### src/rtl/decoder_pkg.sv
// decoder_pkg: shared state type and one-hot helper for the scan decoder.
//   dec_state_e : IDLE / DIRECT / SCAN operating states
//   onehot()    : index -> one-hot vector, sized for up to MAX_WIDTH index bits
package decoder_pkg;
    typedef enum logic [1:0] {IDLE, DIRECT, SCAN} dec_state_e;
    localparam int MAX_WIDTH = 8;
    function automatic logic [2**MAX_WIDTH-1:0] onehot(input logic [MAX_WIDTH-1:0] i);
        return {{(2**MAX_WIDTH-1){1'b0}}, 1'b1} << i;
    endfunction
endpackage

### src/rtl/decoder_scan_onehot.sv
// onehot_decoder: combinational WIDTH-to-2**WIDTH one-hot decoder.
//   idx_i    [WIDTH-1:0]     index to decode (WIDTH <= MAX_WIDTH)
//   onehot_o [2**WIDTH-1:0]  1 << idx_i
module onehot_decoder
    import decoder_pkg::*;
#(
    parameter int WIDTH = 3
) (
    input  logic [WIDTH-1:0]    idx_i,
    output logic [2**WIDTH-1:0] onehot_o
);
    localparam int N = 2**WIDTH;
    assign onehot_o = N'(onehot(MAX_WIDTH'(idx_i)));
endmodule

### src/rtl/decoder_scan.sv
// decoder_scan: registered one-hot decoder with DIRECT (handshake) and SCAN (self-stepping) modes.
//   clk, rst_n         clock, async active-low reset
//   en, mode           enable; 0 = DIRECT, 1 = SCAN
//   in_valid/in_ready  DIRECT index handshake, in = index
//   dwell              SCAN hold per position minus one
//   out, out_valid     registered one-hot output and its qualifier
//   idx                index currently driven on out
//   wrap               one-cycle pulse on the last->0 scan step
module decoder_scan
    import decoder_pkg::*;
#(
    parameter int WIDTH   = 3,
    parameter int DWELL_W = 8
) (
    input  logic                 clk,
    input  logic                 rst_n,
    input  logic                 en,
    input  logic                 mode,
    input  logic                 in_valid,
    output logic                 in_ready,
    input  logic [WIDTH-1:0]     in,
    input  logic [DWELL_W-1:0]   dwell,
    output logic [2**WIDTH-1:0]  out,
    output logic                 out_valid,
    output logic [WIDTH-1:0]     idx,
    output logic                 wrap
);
    localparam int N = 2**WIDTH;
    dec_state_e         state_q, state_d;
    logic [DWELL_W-1:0] cnt_q, cnt_d, dwell_q, dwell_d;
    logic [WIDTH-1:0]   idx_q, idx_d;
    logic               valid_q, valid_d, ready_q, ready_d, wrap_q, wrap_d;
    logic [N-1:0]       out_q, dec;

    onehot_decoder #(.WIDTH(WIDTH)) u_dec (.idx_i(idx_d), .onehot_o(dec));

    always_comb begin
        state_d = !en ? IDLE : (mode ? SCAN : DIRECT);
        idx_d   = idx_q;
        valid_d = valid_q;
        cnt_d   = cnt_q;
        dwell_d = dwell_q;
        wrap_d  = 1'b0;
        ready_d = state_d == DIRECT;
        case (state_d)
            IDLE: valid_d = 1'b0;
            DIRECT: begin
                // ready_q is only high while already in DIRECT, so entry never accepts
                if (state_q != DIRECT) valid_d = 1'b0;
                else if (in_valid && ready_q) begin
                    idx_d   = in;
                    valid_d = 1'b1;
                end
            end
            SCAN: begin
                if (state_q != SCAN) begin
                    idx_d   = '0;
                    valid_d = 1'b1;
                    cnt_d   = '0;
                    dwell_d = dwell;
                end else if (cnt_q == dwell_q) begin
                    // dwell is re-sampled only on a step so a hold is never cut short
                    idx_d   = idx_q + 1'b1;
                    cnt_d   = '0;
                    dwell_d = dwell;
                    wrap_d  = &idx_q;
                end else cnt_d = cnt_q + 1'b1;
            end
            default: ;
        endcase
    end

    always_ff @(posedge clk or negedge rst_n) begin
        if (!rst_n) begin
            state_q <= IDLE;
            cnt_q   <= '0;
            dwell_q <= '0;
            idx_q   <= '0;
            valid_q <= 1'b0;
            ready_q <= 1'b0;
            wrap_q  <= 1'b0;
            out_q   <= '0;
        end else begin
            state_q <= state_d;
            cnt_q   <= cnt_d;
            dwell_q <= dwell_d;
            idx_q   <= idx_d;
            valid_q <= valid_d;
            ready_q <= ready_d;
            wrap_q  <= wrap_d;
            out_q   <= valid_d ? dec : '0;
        end
    end

    assign out       = out_q;
    assign out_valid = valid_q;
    assign idx       = idx_q;
    assign wrap      = wrap_q;
    assign in_ready  = ready_q;
endmodule
### config.mk
export PLATFORM = sky130hd
export DESIGN_NAME = decoder_scan
export DESIGN_NICKNAME = d
export VERILOG_FILES = /design/src/rtl/decoder_pkg.sv /design/src/rtl/decoder_scan_onehot.sv /design/src/rtl/decoder_scan.sv
export SDC_FILE = /design/constraint.sdc
export NUM_CORES = 1
export LEC_CHECK = 0
export BUFFER_PORTS_ARGS = -buffer_cell sky130_fd_sc_hd__buf_2
export CORE_AREA = 2 2 61 63
export DETAILED_ROUTE_END_ITERATION = 10
export DIE_AREA = 0 0 63 65
export GPL_ROUTABILITY_DRIVEN = 0
export PLACE_DENSITY = 0.68
export SLEW_MARGIN = 10
export SYNTH_ARGS = -nofsm -noshare
export SYNTH_HDL_FRONTEND = slang
export SYNTH_SLANG_ARGS = --single-unit
### constraint.sdc
create_clock -name clk -period 1.8 [get_ports clk]
set_clock_uncertainty 0.1 [all_clocks]
set_input_delay 0.18 -clock clk [delete_from_list [all_inputs] [get_ports clk]]
set_output_delay 0.18 -clock clk [all_outputs]
set_load 0.01 [all_outputs]
* Yosys cells after proc, flatten, opt, wreduce, memory -nomap -nowiden *
Cells that the tools add are included.

word-level totals
  register bits after elaboration = 32
  bits of input ports = 16
  output and inout port bits = 14
  logic and storage cells = 40

cells by class
  add/subtract/negate cells = 2
  equality and inequality tests = 5
  shift operators = 1
  multiplexer cells = 19
  reduce and logical (&&, ||, !) cells = 5

operators with widths
  cell                                                                   count
  8-bit 2-to-1 mux                                                       5
  3-bit 2-to-1 mux                                                       4
  8-bit by 1-bit adder with 8-bit output, second input constant          1
  8-bit equality test                                                    1
  1-bit by 3-bit << shifter with 8-bit output, first input constant      1
  1-bit 2-to-1 mux                                                       6
  3-bit case mux with 2 select lines                                     1
  2-bit 2-to-1 mux                                                       2
  3-bit by 1-bit adder with 3-bit output, second input constant          1
  1-bit case mux with 3 select lines                                     1
  3-bit AND reduction                                                    1
  2-bit by 1-bit equality test with 1-bit output, second input constant  1
  2-bit equality test, second input constant                             1
  2-bit logical NOT                                                      1
  2-bit by 1-bit != test with 1-bit output, second input constant        1
  2-bit != test, second input constant                                   1
  2-bit AND reduction                                                    1
  2-bit nonzero test                                                     1
  1-bit logical AND                                                      1

* Logic depth before layout (Yosys ltp) *
Gate-level depths: netlist (run 1).

  depth after elaboration = 6
  mapped depth = 6
  gate-level depth less buffers = 6

* Hierarchy *
Synthesis (run 1) repeated with hierarchy kept, for this count alone.

unflattened totals
  cell total of the unflattened synthesis = 135
  area, all modules = 1501.4 µm²

by module, submodules not included
  module          instances  cells an instance  area each (µm²)  sequential area each (µm²)
  decoder_scan    1          127                1436.4           775.7
  onehot_decoder  1          8                  65.1             0.0

* Least setup slack after synthesis (run 1) *
No wires, ideal clock.

  path kind = flip-flop to flip-flop
  start point = reg cnt_q[1]
  end point = reg dwell_q[3]
  setup time = 0.125 ns
  arrival = 1.639 ns
  data required time = 1.575 ns
  slack = -0.064 ns
  cell stages (with the launch flop) = 7
  buffers on the path = 1
  clock period less this slack = 1.864 ns
  cells stage by stage = dfrtp_1 xnor2_1 and4_4 nand2_4 a31oi_4 buf_6 mux2_4

on the way
  longest elaborated chain between the ends = 3

RTL lines
  what                                  RTL line            text
  start: declaration                    decoder_scan.sv:30  logic [DWELL_W-1:0] cnt_q, cnt_d, dwell_q, dwell_d;
  start signal: assignment              decoder_scan.sv:85  cnt_q <= cnt_d;
  8-bit equality test                   decoder_scan.sv:61  end else if (cnt_q == dwell_q) begin
  2-bit nonzero test (no source line)   -
  2-bit AND reduction (no source line)  -
  end signal: assignment                decoder_scan.sv:86  dwell_q <= dwell_d;
  end: declaration                      decoder_scan.sv:30

Every way passes these cells.
A chain may end at the register's enable or synchronous reset.

* Worst setup path in the final report (run 1) *
  start point = reg dwell_q[1]
  end point = reg out_q[1] (netlist: out[1])

on the way
  longest elaborated chain between the ends = 6

RTL lines
  what                                         RTL line            text
  8-bit equality test                          decoder_scan.sv:61
  3-bit 2-to-1 mux                             decoder_scan.sv:61
  3-bit 2-to-1 mux                             decoder_scan.sv:56  if (state_q != SCAN) begin
  3-bit case mux with 2 select lines           decoder_scan.sv:45  case (state_d)
  net idx_d[1]                                 decoder_scan.sv:31  logic [WIDTH-1:0] idx_q, idx_d;
  1-bit by 3-bit << shifter with 8-bit output  decoder_pkg.sv:8    return {{(2**MAX_WIDTH-1){1'b0}}, 1'b1} << i;
  8-bit 2-to-1 mux                             decoder_scan.sv:91  out_q <= valid_d ? dec : '0;
  end signal: assignment                       decoder_scan.sv:91
  end: declaration                             decoder_scan.sv:33  logic [N-1:0] out_q, dec;

The timed path passes the listed nets, and every way through them passes these cells.

==> results of run 1 <==
[final cells by class]
cell class | instances | area [µm²] | share of cell area
flip-flops and latches | 31 | 776 | 0.368
inverters | 3 | 11.3 | 0.00534
multi-input cells | 86 | 786 | 0.372
well taps | 48 | 60.1 | 0.0285
repair buffers | 59 | 408 | 0.193
clock buffers | 8 | 68.8 | 0.0326
[worst max-delay path, stage by stage, from the launching register on]
cell and delay [ns]:
sky130_fd_sc_hd__dfrtp_1 0.42, sky130_fd_sc_hd__xnor2_2 0.22, sky130_fd_sc_hd__nand4_1 0.19, sky130_fd_sc_hd__o211ai_1 0.22
sky130_fd_sc_hd__buf_4 0.15, sky130_fd_sc_hd__nand3_2 0.14, sky130_fd_sc_hd__nor4b_2 0.30
[Yosys cell counts, types with 2 or more instances]
master,n
sky130_fd_sc_hd__o21ai_0,4
sky130_fd_sc_hd__inv_1,3
sky130_fd_sc_hd__ha_1,3
sky130_fd_sc_hd__mux2_4,4
sky130_fd_sc_hd__xor2_1,6
sky130_fd_sc_hd__xnor2_1,8
sky130_fd_sc_hd__nand3_1,5
sky130_fd_sc_hd__o211ai_1,3
sky130_fd_sc_hd__nand4_1,5
sky130_fd_sc_hd__and3b_1,2
sky130_fd_sc_hd__dfrtp_1,31
sky130_fd_sc_hd__nand3_2,3
sky130_fd_sc_hd__nor4b_1,2
sky130_fd_sc_hd__a22oi_1,2
sky130_fd_sc_hd__nor3b_1,2
sky130_fd_sc_hd__mux2_2,4
sky130_fd_sc_hd__nor2_1,7
sky130_fd_sc_hd__and4b_1,2
sky130_fd_sc_hd__and4_4,2
sky130_fd_sc_hd__nand2_1,6
[logic make-up (layout without fill, tap and decap cells)]
family          Yosys count  after routing  synth area share
fa+ha+maj                 3              3            0.0253
simple gates             46             48             0.204
mux                       8              8            0.0708
buf+inv                   5             70            0.0202
xor+xnor                 14             14            0.0826
flops                    31             31             0.523
compound gates           13             13            0.0742
[sequential cells by signal (all words and copies together) (netlist names)]
name       count
in_ready       1
out            8
cnt_q          8
idx            3
out_valid      1
wrap           1
dwell_q        8
state_q        1
[path summary, 6_finish.rpt]
kind / slack, ns / end / startpoint
max: -0.04 / out[1] / dwell_q[1]
min: 0.06 / in_ready / en
max reg2reg: -0.04 / out[1] / dwell_q[1]
min reg2reg: 0.47 / dwell_q[6] / dwell_q[6]
max in group asynchronous: 0.83 / dwell_q[6] / rst_n
min in group asynchronous: 0.31 / cnt_q[0] / rst_n
[metal layers]
layer  global-route usage  vias up  part of all wire
met2                0.338       38              0.52
met4               0.0833        0             0.025
met1                0.207      610              0.41
li1                     -      574                 -
met3               0.0469        9             0.045
met5                    0        -                 0
[power groups by stage]
stage	clock network, mW	registers [mW]	logic (mW)
detailed placement	0	0.791	0.249
CTS	0.465	0.785	0.291
finish	0.464	0.787	0.305
floorplan	0	0.791	0.139
global placement	0	0.788	0.242
global route	0.508	0.794	0.330
[through the flow]
step	cell area (µm²)	TNS (ns)	power [mW]	hold slack, ns	setup WS [ns]
6_report	2110	-0.304	1.56	0.0560	-0.0391
5_1_grt	2110	-1.58	1.63	0.0571	-0.162
4_1_cts	2050	-0.0248	1.54	0.0568	-0.0110
3_5_place_dp	1830	-0.318	1.04	0.158	-0.0674
3_3_place_gp	1830	-0.244	1.03	0.142	-0.0441
2_1_floorplan	1480	-0.106	0.930	-0.216	-0.0264
[cell usage in the layout (no fill, tap or decap), drive strengths merged, types with 3 or more instances in the layout]
cell and n:
and4 3, nand2 7, nor2 7, ha 3
nand3 10, nand4 5, o211ai 3, xnor2 8
clkbuf 8, buf 49, xor2 6, mux2 8
dfrtp 31, a22oi 3, inv 3, dlygate4sd3 10
o21ai 4
[timing repair]
action	CTS	global route
endpoints found under the hold margin	40	0
hold buffers	10	0
gates resized for setup	9	8
pin swaps	1	6
setup endpoints to repair	13	23
cloned	0	2
setup buffers	0	1
==> results.txt, run 1 <==
The run finished, with violations left. The checks that failed: negative setup slack. The share of total power dissipated in combinational logic is 0.196. The peak supply drop came out at 550 µV. The tool flagged a number of max-cap violations equal to 0. The cell count after synthesis came out at 120. In this run the worst hold path is classified as primary input to flop. The hold violation total from the final report is 0. Before antenna repair, the detailed router went through 4 iterations. Of the post-synthesis cell area, the dominant cell type holds 0.523. The aggregate global routing overflow is 0. The clock drives 31 sinks. The worst reg2reg path depth came out at 6.

The number of global-route vias before repair is 1291. The initial antenna violation count is 0. The count of final max-slew check failures was 0. The synthesized area per cell is 12.4 µm². The worst slew margin relative to its limit came out at 0.539. The clock latency reported for the late side of the worst-skew pair came out at 0.33 ns. The maximum net fanout on the critical path came out at 5. The fraction of final layout cells sized beyond drive strength 1 came out at 0.471. The core area came out at 3500 µm². In the routed design, unresolved DRC markers number 0. Fill cells in the final layout number 296. The floorplan has 22 rows. The half-perimeter wire length after placement is 2340 µm.

Entering global routing, the biggest net connects 32 pins. The die width came out at 63 µm. The clock-pin slew on the worst setup and hold paths came out at 0.10 ns. The number of design-rule violations left by the first detailed-router iteration came out at 60. Data arrives at the worst endpoint at 1.97 ns. From synthesis to final layout, the design area changed by 42.2%. The die covers 4100 µm².

The number of diodes came out at 0. The post-placement cell count came out at 214. The count of state elements after synthesis came out at 31. The number of vias per cell after detailed routing came out at 5.24.

The number of cells on the worst hold path came out at 2. Cell internal power was estimated by the tool at 1.14 mW. At the end of the flow the core is filled with cells to 0.603. The global-route wire length before repair is 5790 µm. The worst setup path is captured at a flop. The finished layout holds 235 standard cells, fillers aside. The switching power share of the total came out at 0.264.

The maximum clock path buffer count is 2. The buffer type at the clock tree root is sky130_fd_sc_hd__clkbuf_4. The worst endpoint required time is 1.93 ns. The highest achievable clock rate is 0.544 GHz. The critical path startpoint category is a flop. The share of synthesized flip-flops with an asynchronous set or reset came out at 1.00. When the netlist entered floorplanning its net count stood at 139.

The path type of the worst setup path is flop to flop. The total I/O pin count is 30. The portion of the post-synthesis area used by sequential elements came out at 0.523. The count of port buffers added during placement came out at 29. The number of vias after detailed routing came out at 1231. TritonCTS built the clock tree. Setup repair after global routing could not meet its margin everywhere. The clock network fraction of total power is 0.298. The transition time at the pin with the least slew margin came out at 0.691 ns. Yosys printed 0 warnings. The share of the clock period used by the worst path came out at 1.02. The time the worst path needs with I/O delays and setup is 1.84 ns. Setup violations remaining at the end of the flow were counted as 13. Summed over all instances, the cell type with the most area after synthesis is sky130_fd_sc_hd__dfrtp_1. For this run, the total global-route usage over all layers was measured as 0.187. The most used flip-flop cell after synthesis is sky130_fd_sc_hd__dfrtp_1. The part of the total power dissipated in sequential elements came out at 0.506.

After detailed routing, the average wire length per cell comes to 14.9 µm. The overall routed net length is 3500 µm. In this run the static leakage power is 1.10 nW. Yosys attributes the largest share of cell area to sky130_fd_sc_hd__dfrtp_1 52%, sky130_fd_sc_hd__xnor2_1 4.7%, sky130_fd_sc_hd__mux2_4 4.0%. The initial core utilization came out at 0.424.

The detail route stage leaves a number of antenna-violating nets equal to 0. The net switching power came out at 411 µW. The net count of the finished layout is 205. The final worst-path setup slack came out at -0.0391 ns. The number of different library cells in the post-synthesis netlist is 36. The netlist area before placement came out at 1480 µm². From bottom edge to top edge, the die measures 65 µm. The synthesized design contains 0 enable-type register cells.

The number of buffers inserted during clock tree synthesis came out at 5. For this design the ratio of total power to cell area is 737 nW/µm². The H-tree was split into 2 levels.
No activity file was read; power rests on OpenSTA's default activity.
==> run 2, diff against run 1 <==
--- a/config.mk
+++ b/config.mk
@@ -10,7 +10,7 @@
 export DETAILED_ROUTE_END_ITERATION = 10
 export DIE_AREA = 0 0 63 65
 export GPL_ROUTABILITY_DRIVEN = 0
-export PLACE_DENSITY = 0.68
+export PLACE_DENSITY = 0.65
 export SLEW_MARGIN = 10
 export SYNTH_ARGS = -nofsm -noshare
 export SYNTH_HDL_FRONTEND = slang
==> constraint.sdc (replaced) <==
create_clock -name clk -period 2.4 [get_ports clk]
set_clock_uncertainty 0.1 [all_clocks]
set_input_delay 0.24 -clock clk [delete_from_list [all_inputs] [get_ports clk]]
set_output_delay 0.24 -clock clk [all_outputs]
set_load 0.01 [all_outputs]
==> run 2 against run 1 <==
  * The run now ends clean
  * Critical path depth is 1 lower
  * Flip-flop and latch count stayed put
  * Worst hold slack worse by 0.020 ns
  * Combinational power is 50% lower
  * Highest routed layer unchanged
==> results.txt, run 2 (same netlist as run 1, synthesis figures left out) <==
The half-perimeter wire length after placement is 2140 µm (-8.6%). The die width came to 63 µm (unchanged). The maximum clock path buffer count is 2 (unchanged). The worst setup path is captured at a flop. The post-placement cell count came out at 195 (-8.9%).

The critical path ends at dwell_q[6]. The most common cell after layout, fill and taps aside is sky130_fd_sc_hd__dfrtp_1. The height of the die came to 65 µm (unchanged). The initial core utilization is 0.424 (unchanged). The placed standard-cell area is 1670 µm² (-8.5%). The maximum net fanout on the critical path is 14 (+9).

The count of final max-slew check failures came out at 0 (unchanged). The transition time at the pin with the least slew margin was 0.680 ns (-0.0107 ns). The signal arrival time at the worst endpoint is 2.30 ns (+0.33 ns). The top metal layer carrying routed signals is met4.

The power after layout is 1.09 mW (-30%). STA classifies the critical path startpoint as a flop. The worst reg2reg path depth came to 5 (-1). The number of diodes was 0 (unchanged). The final cell area excluding filler cells came out at 1750 µm² (-17%). The post-route antenna net violation count came out at 0 (unchanged).

The total power per unit cell area came out at 622 nW/µm² (-16%). The number of detailed-route iterations in the first pass came out at 5 (+1). The maximum level of the CTS H-tree is 2 (unchanged).

The number of vias per cell after detailed routing came out at 5.26 (+0.41%). The number of inserted filler cells in the final layout was 342 (+16%). The highest achievable clock rate came out at 0.459 GHz (-16%).

The clock-pin slew on the worst setup and hold paths came out at 0.09 ns (about the same). The setup TNS after final layout is 0 ns (+0.304 ns). The per-cell routed wire length is 14.7 µm (-1.3%). The total met3 wirelength after detailed routing came out at 120 µm (-25%). The number of global-route vias before repair came to 1082 (-16%). The count of port buffers added during placement came out at 29 (unchanged). The total I/O pin count came out at 30 (unchanged).

The post-placement worst setup slack is 0.242 ns (+0.309 ns). The global-route wire length before repair is 4910 µm (-15%). The time the worst path needs with I/O delays and setup is 2.18 ns (+0.340 ns). The final worst-path setup slack is 0.221 ns (+0.260 ns). The remaining design rule violation count is 0 (unchanged). The final non-filler cell total is 204 (-13%). The overall routed net length is 3000 µm (-14%). The routed length on met2 came out at 1470 µm (-20%).

For this design, the slowest cell found on the critical path is sky130_fd_sc_hd__dfrtp_1. The number of design-rule violations left by the first detailed-router iteration was 29 (-52%). The die footprint came to 4100 µm² (unchanged).

The cell leakage power came out at 0.882 nW (-20%). The worst-case register-to-register setup slack is 0.22 ns (+0.26 ns). The biggest cell delay along the critical path is 0.48 ns (+0.06 ns). The number of vias after detailed routing came out at 1073 (-13%). The pin count of the biggest net entering global routing came out at 32 (unchanged). The number of setup violations in the final report is 0 (-13).

The flow ran to the end, and the final reports show no timing, DRC or antenna violations. The overall global routing resource usage came out at 0.163 (-0.0239). The max capacitance violation total is 0 (unchanged). The critical path is of the flop to flop type. The core area is 3500 µm² (unchanged).

The number of setup buffers added after CTS is 0 (unchanged). The total area of multi-input combinational cells came to 678 µm² (-14%). The total number of placement rows came out at 22 (unchanged). The sequential standard cell area is 776 µm² (unchanged).

The tree is rooted in a sky130_fd_sc_hd__clkbuf_4. The startpoint of the worst setup timing path is cnt_q[0]. The net count of the finished layout is 174 (-15%). The share of the clock period used by the worst path came out at 0.908 (-0.114). The clock sink total is 31 (unchanged). TritonCTS built the clock tree. The critical register-to-register path startpoint is cnt_q[0].

The peak supply drop came out at 281 µV (-49%). In this run the critical register-to-register path is captured at dwell_q[6]. The initial antenna violation count came out at 0 (unchanged). Compared with the post-synthesis result, the final layout area differs by 17.9%. In the layout the commonest cells are 31 x sky130_fd_sc_hd__dfrtp_1, 29 x sky130_fd_sc_hd__buf_2, 8 x sky130_fd_sc_hd__xnor2_1, 7 x sky130_fd_sc_hd__nor2_1.

The total routed wire length on the met1 layer was 1350 µm (-4.6%). The type of the most critical hold path is primary input to flop. The worst endpoint required time is 2.52 ns (+0.59 ns). Setup repair after global routing left no endpoint under its margin. The fraction of final layout cells sized beyond drive strength 1 is 0.353 (-0.118).

The hold violation total from the final report came out at 0 (unchanged). The worst slew margin relative to its limit was 0.547 (+0.00712). The signal on the critical path passes through xnor2_1, and4_4, nand2_4, a31oi_4, mux2_2. The number of buffers inserted during clock tree synthesis is 5 (unchanged).

The aggregate global routing overflow is 0 (unchanged). The clock latency reported for the late side of the worst-skew pair is 0.33 ns (about the same).
-- run 2: changes by cell type in the layout (fill, tap and decap cells not counted), sizes merged --
cell / change
dlygate4sd3: -9
buf: -20
nand3: -2
-- run 2: how the worst min path moves through the flow --
stage	depth (start not counted)	endpoint	slack [ns]	start
final	2	in_ready	0.04	mode
after CTS	2	in_ready	0.02	mode
after floorplan	0	cnt_q[0]	-0.16	rst_n
after detailed placement	1	dwell_q[5]	0.23	rst_n
after global placement	1	dwell_q[7]	0.20	rst_n
after global routing	2	dwell_q[7]	0.002	dwell[7]
-- run 2: stage by stage --
stage,hold slack [ns],utilization
global placement,0.203,0.478
finish,0.0358,0.500
global route,0.00239,0.500
CTS,0.0205,0.500
detailed placement,0.225,0.478
floorplan,-0.156,-
-- run 2: layer usage --
layer  vias to the layer above  track usage
met1                       531        0.197
li1                        506            -
met5                         -            0
met2                        32        0.253
met4                         0       0.0944
met3                         4       0.0573
-- run 2: area by class of cell --
| class | count | area share |
|---|---|---|
| Sequential cell | 31 | 0.443 |
| Multi-Input combinational cell | 84 | 0.388 |
| Timing Repair Buffer | 30 | 0.0887 |
| Clock buffer | 8 | 0.0393 |
| Tap cell | 48 | 0.0343 |
| Inverter | 3 | 0.00644 |
-- run 2: critical path, delay by kind of cell, from the launching register on --
| family | cells | cell delay (ns) |
|---|---|---|
| and+or+nand+nor | 2 | 0.36 |
| AOI/OAI and AO/OA | 1 | 0.48 |
| xor gates and xnor gates | 1 | 0.25 |
| DFF | 1 | 0.48 |
| muxes | 1 | 0.40 |
-- run 2: timing repair --
action                    4_1_cts  5_1_grt
hold buffers                    1        0
hold endpoints to repair       31        0
resized for setup               0        0
-- run 2: power breakdown --
part | leakage (nW) | switching, mW | total [mW] | internal (mW)
registers | 0.410 | 0.0332 | 0.590 | 0.557
logic | 0.433 | 0.0758 | 0.154 | 0.0778
clock network | 0.0386 | 0.173 | 0.345 | 0.172
total | 0.882 | 0.282 | 1.09 | 0.807
==> run 3, diff against run 2 <==
--- a/config.mk
+++ b/config.mk
@@ -6,11 +6,13 @@
 export NUM_CORES = 1
 export LEC_CHECK = 0
 export BUFFER_PORTS_ARGS = -buffer_cell sky130_fd_sc_hd__buf_2
-export CORE_AREA = 2 2 61 63
+export CELL_PAD_IN_SITES_DETAIL_PLACEMENT = 1
+export CELL_PAD_IN_SITES_GLOBAL_PLACEMENT = 2
+export CORE_AREA = 2 2 66 68
 export DETAILED_ROUTE_END_ITERATION = 10
-export DIE_AREA = 0 0 63 65
+export DIE_AREA = 0 0 68 70
 export GPL_ROUTABILITY_DRIVEN = 0
-export PLACE_DENSITY = 0.65
+export PLACE_DENSITY_LB_ADDON = 0.1
 export SLEW_MARGIN = 10
 export SYNTH_ARGS = -nofsm -noshare
 export SYNTH_HDL_FRONTEND = slang
==> run 3 against run 2 <==
  * Via count is 1.9% higher
  * Worst hold slack better by 0.047 ns
  * Power up 17%
  * Sequential power is essentially flat
  * Flip-flop and latch count is the same
  * Cell count grew 2.5%
  * Non-clock buffer count rose by 1
  * Combinational power barely moved
==> results.txt, run 3 (same netlist as run 1, synthesis figures left out) <==
The peak supply drop came out at 378 µV (+34%). The share of the clock period used by the worst path is 0.912 (+0.00393). The final cell area excluding filler cells came out at 1810 µm² (+3.5%). The per-cell routed wire length came out at 15.8 µm (+7.6%). The hold violation total from the final report is 0 (unchanged). The path type of the worst setup path is flop to flop.

The overall routed net length was 3310 µm (+10%). The number of inserted filler cells in the final layout is 477 (+39%). The layout-stage area growth over the synthesis result came out at 22.0%. The initial core utilization was 0.358 (-0.0664).

The run finished with clean final reports. The highest achievable clock rate is 0.457 GHz (-0.43%). The net count of the finished layout is 175 (+0.57%). STA classifies the critical path endpoint as a flop.

The cell leakage power came out at 0.909 nW (+3.2%). The largest individual stage delay along the critical path comes from the cell sky130_fd_sc_hd__dfrtp_1. The remaining design rule violation count is 0 (unchanged). The die width is 68 µm (+7.9%). The number of global-route vias before repair came out at 1160 (+7.2%). The maximum clock path buffer count came out at 2 (unchanged). In this run the worst hold path is classified as primary input to flop.

The worst-case register-to-register setup slack is 0.21 ns (about the same). Setup repair after global routing left no endpoint under its margin. The post-route antenna net violation count came out at 0 (unchanged). The max capacitance violation total was 0 (unchanged). The worst slew margin relative to its limit is 0.538 (-0.00880). The number of setup buffers added after CTS came out at 0 (unchanged). The transition time at the pin with the least slew margin is 0.693 ns (+0.0132 ns).

The total power per unit cell area is 706 nW/µm² (+13%). The number of vias after detailed routing is 1093 (+1.9%). The aggregate global routing overflow was 0 (unchanged). The buffer type at the clock tree root is sky130_fd_sc_hd__clkbuf_8.

The number of detailed-route iterations in the first pass came out at 4 (-1). The buffers plus inverters on the worst setup path was 0 (unchanged). The count of port buffers added during placement is 29 (unchanged). The total I/O pin count was 30 (unchanged).

The signal arrival time at the worst endpoint is 2.26 ns (-0.04 ns). The critical path startpoint category is a flop. The overall global routing resource usage came to 0.156 (-0.00743). The maximum level of the CTS H-tree is 2 (unchanged). The number of design-rule violations left by the first detailed-router iteration is 50 (+72%). The clock-pin slew on the worst setup and hold paths came out at 0.07 ns (-0.02 ns). Leaving out fill and tap cells, the most frequent cell in the layout is sky130_fd_sc_hd__dfrtp_1. The clock latency reported for the late side of the worst-skew pair was 0.28 ns (-0.05 ns). The number of buffers inserted during clock tree synthesis is 5 (unchanged). The core area came out at 4140 µm² (+19%).

The number of diodes is 0 (unchanged). The worst endpoint required time is 2.47 ns (-0.05 ns). The total number of placement rows is 24 (+9.1%). The die footprint came out at 4760 µm² (+16%). The pin count of the biggest net entering global routing is 32 (unchanged). On the critical path the largest part of the delay comes from flip-flops. The global-route wire length before repair came to 5530 µm (+13%). The biggest cell delay along the critical path is 0.47 ns (about the same). The half-perimeter wire length after placement is 2450 µm (+15%). Leaving out fill and tap cells, the most frequent cells in the layout are 31 x sky130_fd_sc_hd__dfrtp_1, 29 x sky130_fd_sc_hd__buf_2, 8 x sky130_fd_sc_hd__xnor2_1, 7 x sky130_fd_sc_hd__nor2_1. The clock sink total is 31 (unchanged).

The placed standard-cell area came to 1680 µm² (+0.75%). The time the worst path needs with I/O delays and setup was 2.19 ns (+0.00942 ns). The fraction of final layout cells sized beyond drive strength 1 came to 0.363 (+0.0105).

The setup TNS after final layout is 0 ns (unchanged). The post-placement worst setup slack is 0.179 ns (-0.0632 ns). The final worst-path setup slack came out at 0.212 ns (-0.00942 ns). The power after layout was 1.28 mW (+17%).

The initial antenna violation count came out at 0 (unchanged). The number of vias per cell after detailed routing was 5.23 (-0.57%). The number of setup violations in the final report came out at 0 (unchanged). TritonCTS built the clock tree.

The maximum net fanout on the critical path came to 12 (-2). The count of final max-slew check failures was 0 (unchanged). The height of the die is 70 µm (+7.7%).

The signal on the critical path passes through xnor2_1, and4_4, nand2_4, a31oi_4, mux2_2.
-- run 3: layout make-up --
type	instances	area, µm²	area share
Clock buffer	6	82.6	0.0456
Clock inverter	2	35.0	0.0194
Inverter	3	11.3	0.00622
Multi-Input combinational cell	84	678	0.375
Sequential cell	31	776	0.428
Tap cell	52	65.1	0.0359
Timing Repair Buffer	31	163	0.0898
-- run 3: timing repair --
action / in CTS / in global routing
hold endpoints to repair: 31 / 0
hold buffers: 1 / 0
endpoints found under the setup margin: 0 / 0
gates resized for setup: 0 / 0
-- run 3: power breakdown --
part / internal [mW] / switching [mW]
Sequential: 0.557 / 0.0309
Combinational: 0.0789 / 0.0784
Clock: 0.336 / 0.197
Total: 0.972 / 0.307
-- run 3: routing by layer --
metal  GRT usage  wire [µm]  vias up
li1            -          -      505
met1       0.195       1390      555
met2       0.256       1730       28
met3      0.0386        142        5
met4      0.0533         51        0
met5           0          0        -
-- run 3: worst register-to-register path, delay by kind of cell (launching register included) --
family | cells | cell delay (ns)
flops | 1 | 0.47
xor+xnor | 1 | 0.29
compound gates | 1 | 0.45
simple gates | 2 | 0.38
mux | 1 | 0.40
-- run 3: metrics by stage --
stage          hold WS [ns]  instances   util
2_1_floorplan        -0.156        120      -
3_3_place_gp          0.218        200  0.406
3_5_place_dp          0.228        200  0.406
4_1_cts              0.0763        209  0.437
5_1_grt              0.0815        209  0.437
6_report             0.0829        209  0.437
-- run 3: worst paths after layout --
check                           cells past startpoint          to  startpoint
worst max-delay path                                5  dwell_q[1]    cnt_q[0]
worst min-delay path                                2  dwell_q[7]    dwell[7]
worst max register to register                      5  dwell_q[1]    cnt_q[0]
worst min register to register                      1  dwell_q[0]  dwell_q[0]
max in group asynchronous                           2  dwell_q[6]       rst_n
min in group asynchronous                           2    in_ready       rst_n
